`config.mk`:
```
export PLATFORM = sky130hd
export DESIGN_NAME = ma_threshold_detector
export DESIGN_NICKNAME = d
export VERILOG_FILES = /design/src/rtl/ma_threshold_detector.sv
export SDC_FILE = /design/constraint.sdc
export NUM_CORES = 1
export LEC_CHECK = 0
export ABC_AREA = 1
export BUFFER_PORTS_ARGS = -buffer_cell sky130_fd_sc_hd__buf_4
export CAP_MARGIN = 0
export CORE_MARGIN = 2
export CORE_UTILIZATION = 37
export CTS_CLUSTER_DIAMETER = 30
export CTS_CLUSTER_SIZE = 14
export DETAILED_ROUTE_END_ITERATION = 16
export MAX_ROUTING_LAYER = met4
export PLACE_DENSITY_LB_ADDON = 0.3
export SYNTH_ARGS = -nofsm -noshare
export SYNTH_HDL_FRONTEND = slang
export SYNTH_SLANG_ARGS = --single-unit
```
`constraint.sdc`:
```
create_clock -name clk -period 2.73 [get_ports clk]
set_input_delay 0.1365 -clock clk [delete_from_list [all_inputs] [get_ports clk]]
set_output_delay 0.1365 -clock clk [all_outputs]
set_load 0.005 [all_outputs]
```
`src/rtl/ma_threshold_detector.sv`:
```
// Threshold crossing detector with hysteresis and debounce.
// Consumes smoothed signed samples, tracks a debounced HIGH/LOW level and
// emits a one-cycle event carrying direction and the index of the sample
// that completed the debounce.
module ma_threshold_detector #(
    parameter int DATA_W = 16,
    parameter int HOLD_N = 4,
    parameter int CNT_W  = 32
) (
    input  logic                     clk,
    input  logic                     rst,
    input  logic                     en,
    input  logic                     in_valid,
    input  logic signed [DATA_W-1:0] in_data,
    input  logic signed [DATA_W-1:0] thr_hi,
    input  logic signed [DATA_W-1:0] thr_lo,
    output logic                     evt_valid,
    output logic                     evt_rise,
    output logic        [CNT_W-1:0]  evt_stamp,
    output logic                     level,
    output logic        [CNT_W-1:0]  sample_cnt,
    output logic                     cfg_err
);

    localparam int RUN_W = $clog2(HOLD_N + 1);
    localparam logic [RUN_W-1:0] HOLD_R  = RUN_W'(HOLD_N);
    localparam logic [RUN_W-1:0] RUN_ONE = RUN_W'(1);

    localparam logic [1:0] ST_LOW       = 2'd0;
    localparam logic [1:0] ST_RISE_PEND = 2'd1;
    localparam logic [1:0] ST_HIGH      = 2'd2;
    localparam logic [1:0] ST_FALL_PEND = 2'd3;

    logic [1:0]       state_q, state_d;
    logic [RUN_W-1:0] run_q, run_d;
    logic [CNT_W-1:0] cnt_q, cnt_d;
    logic             evt_valid_q, evt_valid_d;
    logic             evt_rise_q, evt_rise_d;
    logic [CNT_W-1:0] evt_stamp_q, evt_stamp_d;
    logic             level_q, level_d;
    logic             cfg_err_q, cfg_err_d;

    logic             accept;
    logic             rise_ok;
    logic             fall_ok;
    logic             fire;
    logic [RUN_W-1:0] run_inc;

    // Next-state logic: debounce FSM advances only on accepted samples.
    always_comb begin
        accept      = en && in_valid;
        rise_ok     = in_data > thr_hi;
        fall_ok     = in_data < thr_lo;
        run_inc     = run_q + RUN_ONE;
        fire        = 1'b0;
        state_d     = state_q;
        run_d       = run_q;
        cnt_d       = cnt_q;
        evt_valid_d = 1'b0;
        evt_rise_d  = evt_rise_q;
        evt_stamp_d = evt_stamp_q;
        cfg_err_d   = thr_lo > thr_hi;

        if (accept) begin
            cnt_d = cnt_q + CNT_W'(1);
            case (state_q)
                ST_LOW: begin
                    if (rise_ok) begin
                        if (HOLD_N == 1) begin
                            state_d = ST_HIGH;
                            fire    = 1'b1;
                        end else begin
                            state_d = ST_RISE_PEND;
                            run_d   = RUN_ONE;
                        end
                    end
                end
                ST_RISE_PEND: begin
                    if (rise_ok) begin
                        if (run_inc == HOLD_R) begin
                            state_d = ST_HIGH;
                            run_d   = '0;
                            fire    = 1'b1;
                        end else begin
                            run_d = run_inc;
                        end
                    end else begin
                        state_d = ST_LOW;
                        run_d   = '0;
                    end
                end
                ST_HIGH: begin
                    if (fall_ok) begin
                        if (HOLD_N == 1) begin
                            state_d = ST_LOW;
                            fire    = 1'b1;
                        end else begin
                            state_d = ST_FALL_PEND;
                            run_d   = RUN_ONE;
                        end
                    end
                end
                ST_FALL_PEND: begin
                    if (fall_ok) begin
                        if (run_inc == HOLD_R) begin
                            state_d = ST_LOW;
                            run_d   = '0;
                            fire    = 1'b1;
                        end else begin
                            run_d = run_inc;
                        end
                    end else begin
                        state_d = ST_HIGH;
                        run_d   = '0;
                    end
                end
                default: begin
                    state_d = ST_LOW;
                    run_d   = '0;
                end
            endcase
        end

        if (fire) begin
            evt_valid_d = 1'b1;
            evt_rise_d  = (state_d == ST_HIGH);
            evt_stamp_d = cnt_q;
        end

        // Level tracks the debounced side, pending states keep the old side.
        level_d = (state_d == ST_HIGH) || (state_d == ST_FALL_PEND);
    end

    // State and output registers with asynchronous reset.
    always_ff @(posedge clk or posedge rst) begin
        if (rst) begin
            state_q     <= ST_LOW;
            run_q       <= '0;
            cnt_q       <= '0;
            evt_valid_q <= 1'b0;
            evt_rise_q  <= 1'b0;
            evt_stamp_q <= '0;
            level_q     <= 1'b0;
            cfg_err_q   <= 1'b0;
        end else begin
            state_q     <= state_d;
            run_q       <= run_d;
            cnt_q       <= cnt_d;
            evt_valid_q <= evt_valid_d;
            evt_rise_q  <= evt_rise_d;
            evt_stamp_q <= evt_stamp_d;
            level_q     <= level_d;
            cfg_err_q   <= cfg_err_d;
        end
    end

    assign evt_valid  = evt_valid_q;
    assign evt_rise   = evt_rise_q;
    assign evt_stamp  = evt_stamp_q;
    assign level      = level_q;
    assign sample_cnt = cnt_q;
    assign cfg_err    = cfg_err_q;

endmodule

```
==> flow_metrics.py <==
metrics = {
    "run_status": {
        "outcome": "finished clean",
    },
    "worst_setup_path": {
        "end_kind": "register",
        "path_class": "register to register",
        "critical-path-max-stage-delay_ps": 490,
        "path_cells": "ha_1 > inv_1 > nor2_4 > nand3_2 > nor2_1 > nand2_1 > nor2_1 > nand2_1 > nor2_2 > nand3_1 > nor2_2 > nand3_1 > xor2_1",
        "cp.arrival_ps": 2550,
        "critPathSlowestCell": "dfrtp_1",
        "startpoint_type": "register",
        "crit_buf_inv": 1,
        "rr_endpoint": "sample_cnt[30]",
        "path_depth": 13,
        "timing.rr.start": "sample_cnt[1]",
        "reg2regPathDepth": 13,
        "cp.required_ps": 2950,
        "crit_fanout": 5,
        "crit_family": "simple AND/OR/NAND/NOR gates",
        "reg2reg_slack_ps": 400,
    },
    "floorplanning": {
        "chipHeight_um": 114.8,
        "pin_count": 120,
        "num_rows": 40,
        "coreArea_mm2": 0.01201,
        "initial_core_util_pct": 37.79,
        "die_w_um": 114.8,
        "die_area_mm2": 0.01317,
    },
    "worst_hold_path": {
        "min_path_cells": 4,
        "hp-class": "input pin to register",
        "min_from": "in_valid",
        "hold_end": "sample_cnt[1]",
    },
    "placed_design": {
        "place_congestion": 0.8607,
        "dp_hpwl_um": 8445,
        "port_buffers": 119,
    },
    "power": {
        "power_density_mw_per_mm2": 534.2,
        "ir_worst_vdd_mv": 0.2922,
        "swShare_pct": 28.27,
        "p_comb_share_pct": 18.5,
        "internal_power_uw": 2277,
        "p_leak_uw": 0.003332,
        "sequentialPowerShare_pct": 40.1,
        "pwr-share-clk_pct": 41.4,
        "power_switching_uw": 897.7,
    },
    "clock_tree": {
        "cts_sinks": 73,
        "cts_buffers": 9,
        "cts_tree": "built",
        "cts_max_path_buffers": 2,
        "root_buffer": "clkbuf_16",
        "htree_levels": 3,
        "clock_latency_ps": 330,
        "cts_setup_buffers": 0,
        "clk_pin_slew_worst_paths_ps": 60,
    },
    "cells_and_area": {
        "layout_commonest_cell": "nand2_1",
        "layout-drive-gt1-share_pct": 23.39,
        "layout.nets": 781,
        "areaGrowthSynthToFinish_pct": 30.93,
        "layout_common_cells": "143 x nand2_1, 119 x buf_4, 94 x inv_1, 73 x dfrtp_1, 50 x ha_1",
        "diodes": 0,
        "fillCellCount": 1177,
    },
    "timing": {
        "slew_headroom_pct": 68.06,
        "post-route-min-period_ps": 2328,
        "rsz0062_at_grt": "no",
        "drv_slew": 0,
        "hold_viol": 0,
        "fmax_mhz": 429.5,
        "whs_ps": 147.7,
        "tightest_slew_ps": 475.5,
        "fin_worst_skew_ps": 9.573,
        "setup_tns_ps": 0,
        "fin_crit_sh_pct": 85.29,
        "setup_viol_count_final": 0,
    },
    "yosys": {
        "synth-seq-area-share_pct": 40.24,
        "synth.cell_area_mm2": 0.004539,
        "syn_nets": 655,
        "synth.ff_latch_count": 73,
        "synthAdderAreaFrac_pct": 13.78,
        "ys_warn_count": 0,
        "synthCells": 553,
        "synthSimpleGateAreaFrac_pct": 23.84,
        "yosysUniqueCellTypes": 34,
        "synth_xor_area_share_pct": 5.017,
        "synth_compound_area_share_pct": 7.773,
        "synth_top_family_by_area": "simple AND/OR/NAND/NOR gates",
        "synth.mux.area_fraction_pct": 0,
        "syn_avg_cell_area_um2": 8.209,
    },
    "global_routing": {
        "use_met1_pct": 21.70,
        "grt_max_degree": 68,
        "antenna_found_initial": 0,
        "grt_pass1_vias": 3983,
        "grtUsageMet3_pct": 4.059,
        "grt.busiest_layer": "met2",
        "grtUsageMet2_pct": 29.27,
        "grtUsageTotal_pct": 17.35,
        "grt_overflow": 0,
        "grt_pass1_wl_um": 18110,
    },
    "job": {
        "cap_violations": 0,
    },
    "routing": {
        "drtAntennaViolNets": 0,
        "wl_per_cell_um": 12.93,
        "drtPass1Iterations": 4,
        "via_count": 3936,
        "viasPerCell": 4.736,
        "wl_um": 10740,
        "drt-initial-drc-count": 217,
        "drc": 0,
    },
}
[repair_timing]
item,in CTS,in global routing
hold buffers,1,0
gates resized for setup,0,0
hold endpoints to repair,6,0
[how the worst max path moves through the flow]
stage | from | to | slack (ps)
after detailed placement | sample_cnt[1] | sample_cnt[30] | 470
final | sample_cnt[1] | sample_cnt[30] | 400
after CTS | sample_cnt[1] | sample_cnt[30] | 420
after floorplan | rst | cfg_err | 740
after global placement | sample_cnt[1] | sample_cnt[30] | 470
after global routing | sample_cnt[1] | sample_cnt[28] | 250
[power by group through the flow]
stage	Combinational (µW)	Sequential, µW	Clock (µW)
after global placement	573	1290	0
after detailed placement	588	1290	0
final	587	1270	1320
after CTS	595	1270	1340
after floorplan	332	1270	0
after global routing	676	1290	1390
[synth_stat cells, drive strengths merged]
master | number | area (µm²)
a21o | 1 | 7.510
a21oi | 19 | 95.09
a221oi | 1 | 8.760
a31oi | 3 | 18.77
buf | 7 | 62.56
clkinv | 1 | 5.000
dfrtp | 73 | 1827
ha | 50 | 625.6
inv | 95 | 356.6
nand2 | 149 | 576.8
nand3 | 24 | 137.6
nand4 | 11 | 83.83
nor2 | 36 | 191.4
nor3 | 9 | 60.06
nor3b | 1 | 7.510
nor4 | 4 | 25.02
o211ai | 1 | 7.510
o21a | 1 | 7.510
o21ai | 40 | 200.2
o21bai | 1 | 7.510
xnor2 | 4 | 35.03
xor2 | 22 | 192.7
[worst min-delay path, cell delays in order]
cell,delay [ps]
buf_4,90
nand2_4,90
nand2_1,70
nand2_1,50
[final cells by class]
class | count | area (µm²) | area share (%)
clock buffers | 10 | 239.0 | 4.021
clock inverters | 6 | 97.59 | 1.642
inverters | 96 | 361.6 | 6.084
multi-input cells | 377 | 2291 | 38.55
flip-flops and latches | 73 | 1827 | 30.74
well taps | 147 | 183.9 | 3.095
repair buffers | 122 | 943.4 | 15.87
[state kept, by name, indices dropped and copies added, names as in the netlist]
name,flops
run_q,3
cfg_err,1
sample_cnt,32
state_q,2
level,1
evt_stamp,32
evt_valid,1
evt_rise,1
[per-layer routing]
layer,share of wire [%],wire length [µm],up-vias
li1,-,-,2026
met1,45,4875,1820
met2,50,5363,85
met3,4.5,479,5
met4,0.21,23,0
met5,0,0,-
[kinds of logic (layout without fill, tap and decap cells)]
logic type                 after synthesis  in the layout
buffers and inverters                  103            234
adders and majority gates               50             50
DFF                                     73             73
xor gates and xnor gates                26             26
AOI/OAI and AO/OA                       67             67
and+or+nand+nor                        234            234
[through the flow]
step,instance area [µm²],total power (µW),util (%),setup slack [ps],instances
after floorplan,4539,1602,-,740.2,553
after global placement,5597,1863,46.59,469.1,814
after detailed placement,5597,1879,46.59,470.9,814
after CTS,5943,3211,49.48,419.9,831
after global routing,5943,3350,49.48,251.9,831
final,5943,3175,49.48,401.6,831
No activity file was read; power rests on OpenSTA's default activity.
